[src/rtl/io_port_controller.sv]
// Host-side I/O port: input FIFO feeding the processor In bus, output FIFO drained by the host.
// Optional macro IO_PORT_INT_EN builds the one-cycle Int pulse on fresh input; otherwise Int is tied low.
module io_port_controller #(
  parameter int AW = 2,
  parameter int DW = 16
) (
  input  logic          Clk,
  input  logic          Rst,
  input  logic [DW-1:0] HostInData,
  input  logic          HostInValid,
  output logic          HostInReady,
  output logic [DW-1:0] ProcIn,
  input  logic          ProcInRead,
  input  logic [DW-1:0] ProcOut,
  input  logic          ProcOutWrite,
  output logic [DW-1:0] HostOutData,
  output logic          HostOutValid,
  input  logic          HostOutReady,
  output logic          Int,
  output logic          InUnderflow,
  output logic          OutOverflow
);

  localparam int DEPTH = 2 ** AW;
  localparam logic [AW:0] FULL_CNT = {1'b1, {AW{1'b0}}};

  logic [DW-1:0] in_mem  [DEPTH];
  logic [DW-1:0] out_mem [DEPTH];

  logic [AW-1:0] in_wr_ptr, in_rd_ptr, out_wr_ptr, out_rd_ptr;
  logic [AW:0]   in_count, out_count;
  logic          in_empty, in_full, out_empty, out_full;
  logic          in_push, in_pop, out_push, out_pop;

  always_comb begin
    in_empty  = (in_count == '0);
    in_full   = (in_count == FULL_CNT);
    out_empty = (out_count == '0);
    out_full  = (out_count == FULL_CNT);
    in_push   = HostInValid && !in_full;
    in_pop    = ProcInRead && !in_empty;
    out_push  = ProcOutWrite && !out_full;
    out_pop   = HostOutReady && !out_empty;
  end

  assign HostInReady  = !in_full;
  assign ProcIn       = in_empty ? '0 : in_mem[in_rd_ptr];
  assign HostOutValid = !out_empty;
  assign HostOutData  = out_empty ? '0 : out_mem[out_rd_ptr];

  // Storage is intentionally left out of reset; only pointers and counts are cleared.
  always_ff @(posedge Clk) begin
    if (in_push)  in_mem[in_wr_ptr]   <= HostInData;
    if (out_push) out_mem[out_wr_ptr] <= ProcOut;
  end

  always_ff @(posedge Clk or posedge Rst) begin
    if (Rst) begin
      in_wr_ptr   <= '0;
      in_rd_ptr   <= '0;
      in_count    <= '0;
      InUnderflow <= 1'b0;
    end else begin
      if (in_push) in_wr_ptr <= in_wr_ptr + AW'(1);
      if (in_pop)  in_rd_ptr <= in_rd_ptr + AW'(1);
      case ({in_push, in_pop})
        2'b10:   in_count <= in_count + (AW+1)'(1);
        2'b01:   in_count <= in_count - (AW+1)'(1);
        default: in_count <= in_count;
      endcase
      if (ProcInRead && in_empty) InUnderflow <= 1'b1;
    end
  end

  always_ff @(posedge Clk or posedge Rst) begin
    if (Rst) begin
      out_wr_ptr  <= '0;
      out_rd_ptr  <= '0;
      out_count   <= '0;
      OutOverflow <= 1'b0;
    end else begin
      if (out_push) out_wr_ptr <= out_wr_ptr + AW'(1);
      if (out_pop)  out_rd_ptr <= out_rd_ptr + AW'(1);
      case ({out_push, out_pop})
        2'b10:   out_count <= out_count + (AW+1)'(1);
        2'b01:   out_count <= out_count - (AW+1)'(1);
        default: out_count <= out_count;
      endcase
      if (ProcOutWrite && out_full) OutOverflow <= 1'b1;
    end
  end

`ifdef IO_PORT_INT_EN
  logic int_q;

  always_ff @(posedge Clk or posedge Rst) begin
    if (Rst) int_q <= 1'b0;
    else     int_q <= in_push && in_empty;
  end

  assign Int = int_q;
`else
  assign Int = 1'b0;
`endif

endmodule

[config.mk]
export PLATFORM = sky130hd
export DESIGN_NAME = io_port_controller
export DESIGN_NICKNAME = d
export VERILOG_FILES = /design/src/rtl/io_port_controller.sv
export SDC_FILE = /design/constraint.sdc
export NUM_CORES = 1
export LEC_CHECK = 0
export ABC_CLOCK_PERIOD_IN_PS = 3760
export CAP_MARGIN = 40
export CORE_ASPECT_RATIO = 0.75
export CORE_MARGIN = 3
export CORE_UTILIZATION = 35
export DETAILED_ROUTE_END_ITERATION = 10
export PLACE_DENSITY_LB_ADDON = 0.1
export SLEW_MARGIN = 20
export SYNTH_ARGS = -nofsm -noshare
export SYNTH_HDL_FRONTEND = slang
export SYNTH_SLANG_ARGS = --single-unit
[constraint.sdc]
create_clock -name Clk -period 3.76 [get_ports Clk]
set_input_delay 0.752 -clock Clk [delete_from_list [all_inputs] [get_ports Clk]]
set_output_delay 0.752 -clock Clk [all_outputs]
set_load 0.03 [all_outputs]
==> impl_metrics.json <==
{
  "drive_above_1_share_pct": 17.3,
  "cap_violations": 0,
  "cts_buffers": 17,
  "globalRouteOverflowTotal": 0,
  "crit_required_ns": 3.01,
  "portBuffers": 73,
  "dp_hpwl_um": 6570,
  "max-slew-margin-rel_pct": 50.9,
  "drtIter0Drc": 216,
  "first_pass_iters": 4,
  "start_util_pct": 36.1,
  "vias_per_cell": 4.61,
  "register_area_mm2": 0.00424,
  "cts.clk_slew.worst_paths_ns": 0.06,
  "slew_viol_final": 0,
  "path_cells": "buf_4, mux4_1, and2_1, clkdlybuf4s50_1",
  "fill_cells": 1394,
  "wl_per_cell_um": 17.3,
  "post-synth-top-area-cell": "edfxtp_1",
  "timing.final.crit_share_pct": 88.0,
  "synth_commonest_cells": "128 x edfxtp_1, 21 x and2_1, 18 x mux4_2, 16 x dfrtp_1, 15 x nor2b_1",
  "async_flop_share_pct": 11.1,
  "synth_area_leaders": "edfxtp_1 66%, mux4_2 6.9%, dfrtp_1 6.9%, mux4_1 6.3%, and2_1 2.3%",
  "track_usage_pct": 12.3,
  "cts_buffer_depth": 2,
  "vias": 2757,
  "clk_latency_ns": 0.41,
  "die_w_um": 155,
  "post_cts_buffers": 0,
  "max_stage_delay_ns": 0.59,
  "min_path_type": "flip-flop to flip-flop",
  "ys.flop_type": "edfxtp_1",
  "first_global_vias": 3044,
  "synth_area_per_cell_um2": 20.5,
  "fp.dieArea_mm2": 0.0183,
  "setup_viol": 0,
  "synth_cell_types": 32,
  "synthesis.nets": 335,
  "ir_drop_uv": 317,
  "gp_congestion": 0.669,
  "fmax_ghz": 0.302,
  "path_buf_inv": 2,
  "cp_data_arrival_time_ns": 2.56,
  "rsz0062_at_grt": "false",
  "ys_ff_latch": 144,
  "ys_warn_count": 0,
  "synth_edf_count": 128,
  "cts-htree-levels": 4,
  "clock-sinks": 144,
  "cts_tree": "built",
  "synth_top_area_share_pct": 65.9,
  "post-route-util_pct": 45.4,
  "core_area_mm2": 0.0162,
  "area_delta_synth_final_pct": 25.7,
  "tightest_slew_ns": 0.737,
  "diodes": 0,
  "fp-row-count": 40,
  "io_pins": 75,
  "critical_path_class": "flip-flop to output pin",
  "antenna_found_initial": 0,
  "ctsHoldBuffers": 0,
  "syn-cell-area_mm2": 0.00583,
  "crit_path_end_kind": "output pin",
  "synth.most_common_cell": "edfxtp_1",
  "crit_family": "buffers and inverters",
  "drc_errors": 0,
  "cts_resized": 0,
  "powerDensity_mw_per_mm2": 863,
  "finalHoldViolCount": 0,
  "leakage_nw": 2.57,
  "die_h_um": 118,
  "fin_nets": 425,
  "period_minus_slack_ns": 3.31,
  "synthCells": 285,
  "cts-root-buf": "clkbuf_16",
  "grt_first_pass_wirelength_um": 16600,
  "startpoint_type": "flip-flop",
  "status": "completed",
  "ys_seq_area_share_pct": 72.8,
  "tns_ns": 0,
  "fin_skew_ns": 0.00878,
  "multi_input_area_mm2": 0.00145,
  "drt_wl_total_um": 10300,
  "worstPathMaxFanout": 12,
  "crit_slowest_cell": "clkdlybuf4s50_1",
  "ant_nets": 0,
  "grt_max_degree": 20
}
-- power by group --
group	internal [mW]	switching (mW)
Sequential	2.14	0.190
Clock	0.835	0.633
Combinational	1.19	1.33
Total	4.17	2.15
-- state kept, by name, summed over array words and instances (netlist names) --
signal       flops
out_mem         64
in_mem          64
in_rd_ptr        2
InUnderflow      1
out_count        3
out_rd_ptr       2
OutOverflow      1
in_wr_ptr        2
in_count         3
out_wr_ptr       2
-- cell families after synthesis --
| group | count (synthesis) | synth area share (%) |
|---|---|---|
| buffers and inverters | 25 | 2.42 |
| xor gates and xnor gates | 12 | 1.80 |
| AOI/OAI and AO/OA | 3 | 0.408 |
| muxes | 36 | 14.0 |
| and+or+nand+nor | 52 | 5.66 |
| DFF | 144 | 72.8 |
| adders and majority gates | 12 | 2.83 |
| other | 1 | 0.0643 |
-- metrics by stage --
stage	worst slack (ns)	area, um2	total power [mW]	std cells	hold slack (ns)
CTS	0.393	7330	6.44	598	0.476
global route	0.329	7330	6.69	598	0.516
global placement	0.855	6810	4.92	566	0.453
floorplan	1.51	5830	4.03	285	0.475
detailed placement	0.854	6810	4.95	566	0.463
finish	0.450	7330	6.33	598	0.470
-- routing by layer --
layer	up-vias	GRT usage (%)	share of wire (%)
li1	1291	-	-
met1	1403	16.3	46
met2	52	18.6	48
met3	11	3.79	4.1
met4	0	5.46	1.3
met5	-	0	0
-- layout by cell type, fill, tap and decap left out, drive strengths merged, types with 6 or more instances in the layout --
cell type and count:
clkinvlp 6, dfrtp 16, and2 22, nor2b 15, clkinv 7, ha 10
xor2 7, mux4 32, inv 14, edfxtp 128, buf 10, clkbuf 18
clkdlybuf4s50 73
-- worst paths after layout --
| check | slack (ns) | depth (start not counted) | startpoint | endpoint |
|---|---|---|---|---|
| setup / recovery | 0.45 | 4 | out_rd_ptr[0] | HostOutData[12] |
| hold / removal | 0.47 | 1 | OutOverflow | OutOverflow |
| setup reg to reg | 1.41 | 8 | out_count[0] | out_count[2] |
| hold reg to reg | 0.47 | 1 | OutOverflow | OutOverflow |
| max in group asynchronous | 2.53 | 2 | Rst | in_wr_ptr[0] |
| min in group asynchronous | 0.78 | 2 | Rst | InUnderflow |
-- final cells by class --
cell class | instances | area share (%)
Inverter | 13 | 0.666
Tap cell | 210 | 3.58
Sequential cell | 144 | 57.9
Multi-Input combinational cell | 116 | 19.7
Clock inverter | 14 | 1.28
Clock buffer | 18 | 5.85
Timing Repair Buffer | 83 | 11.0
(Power assumes the default switching activity.)
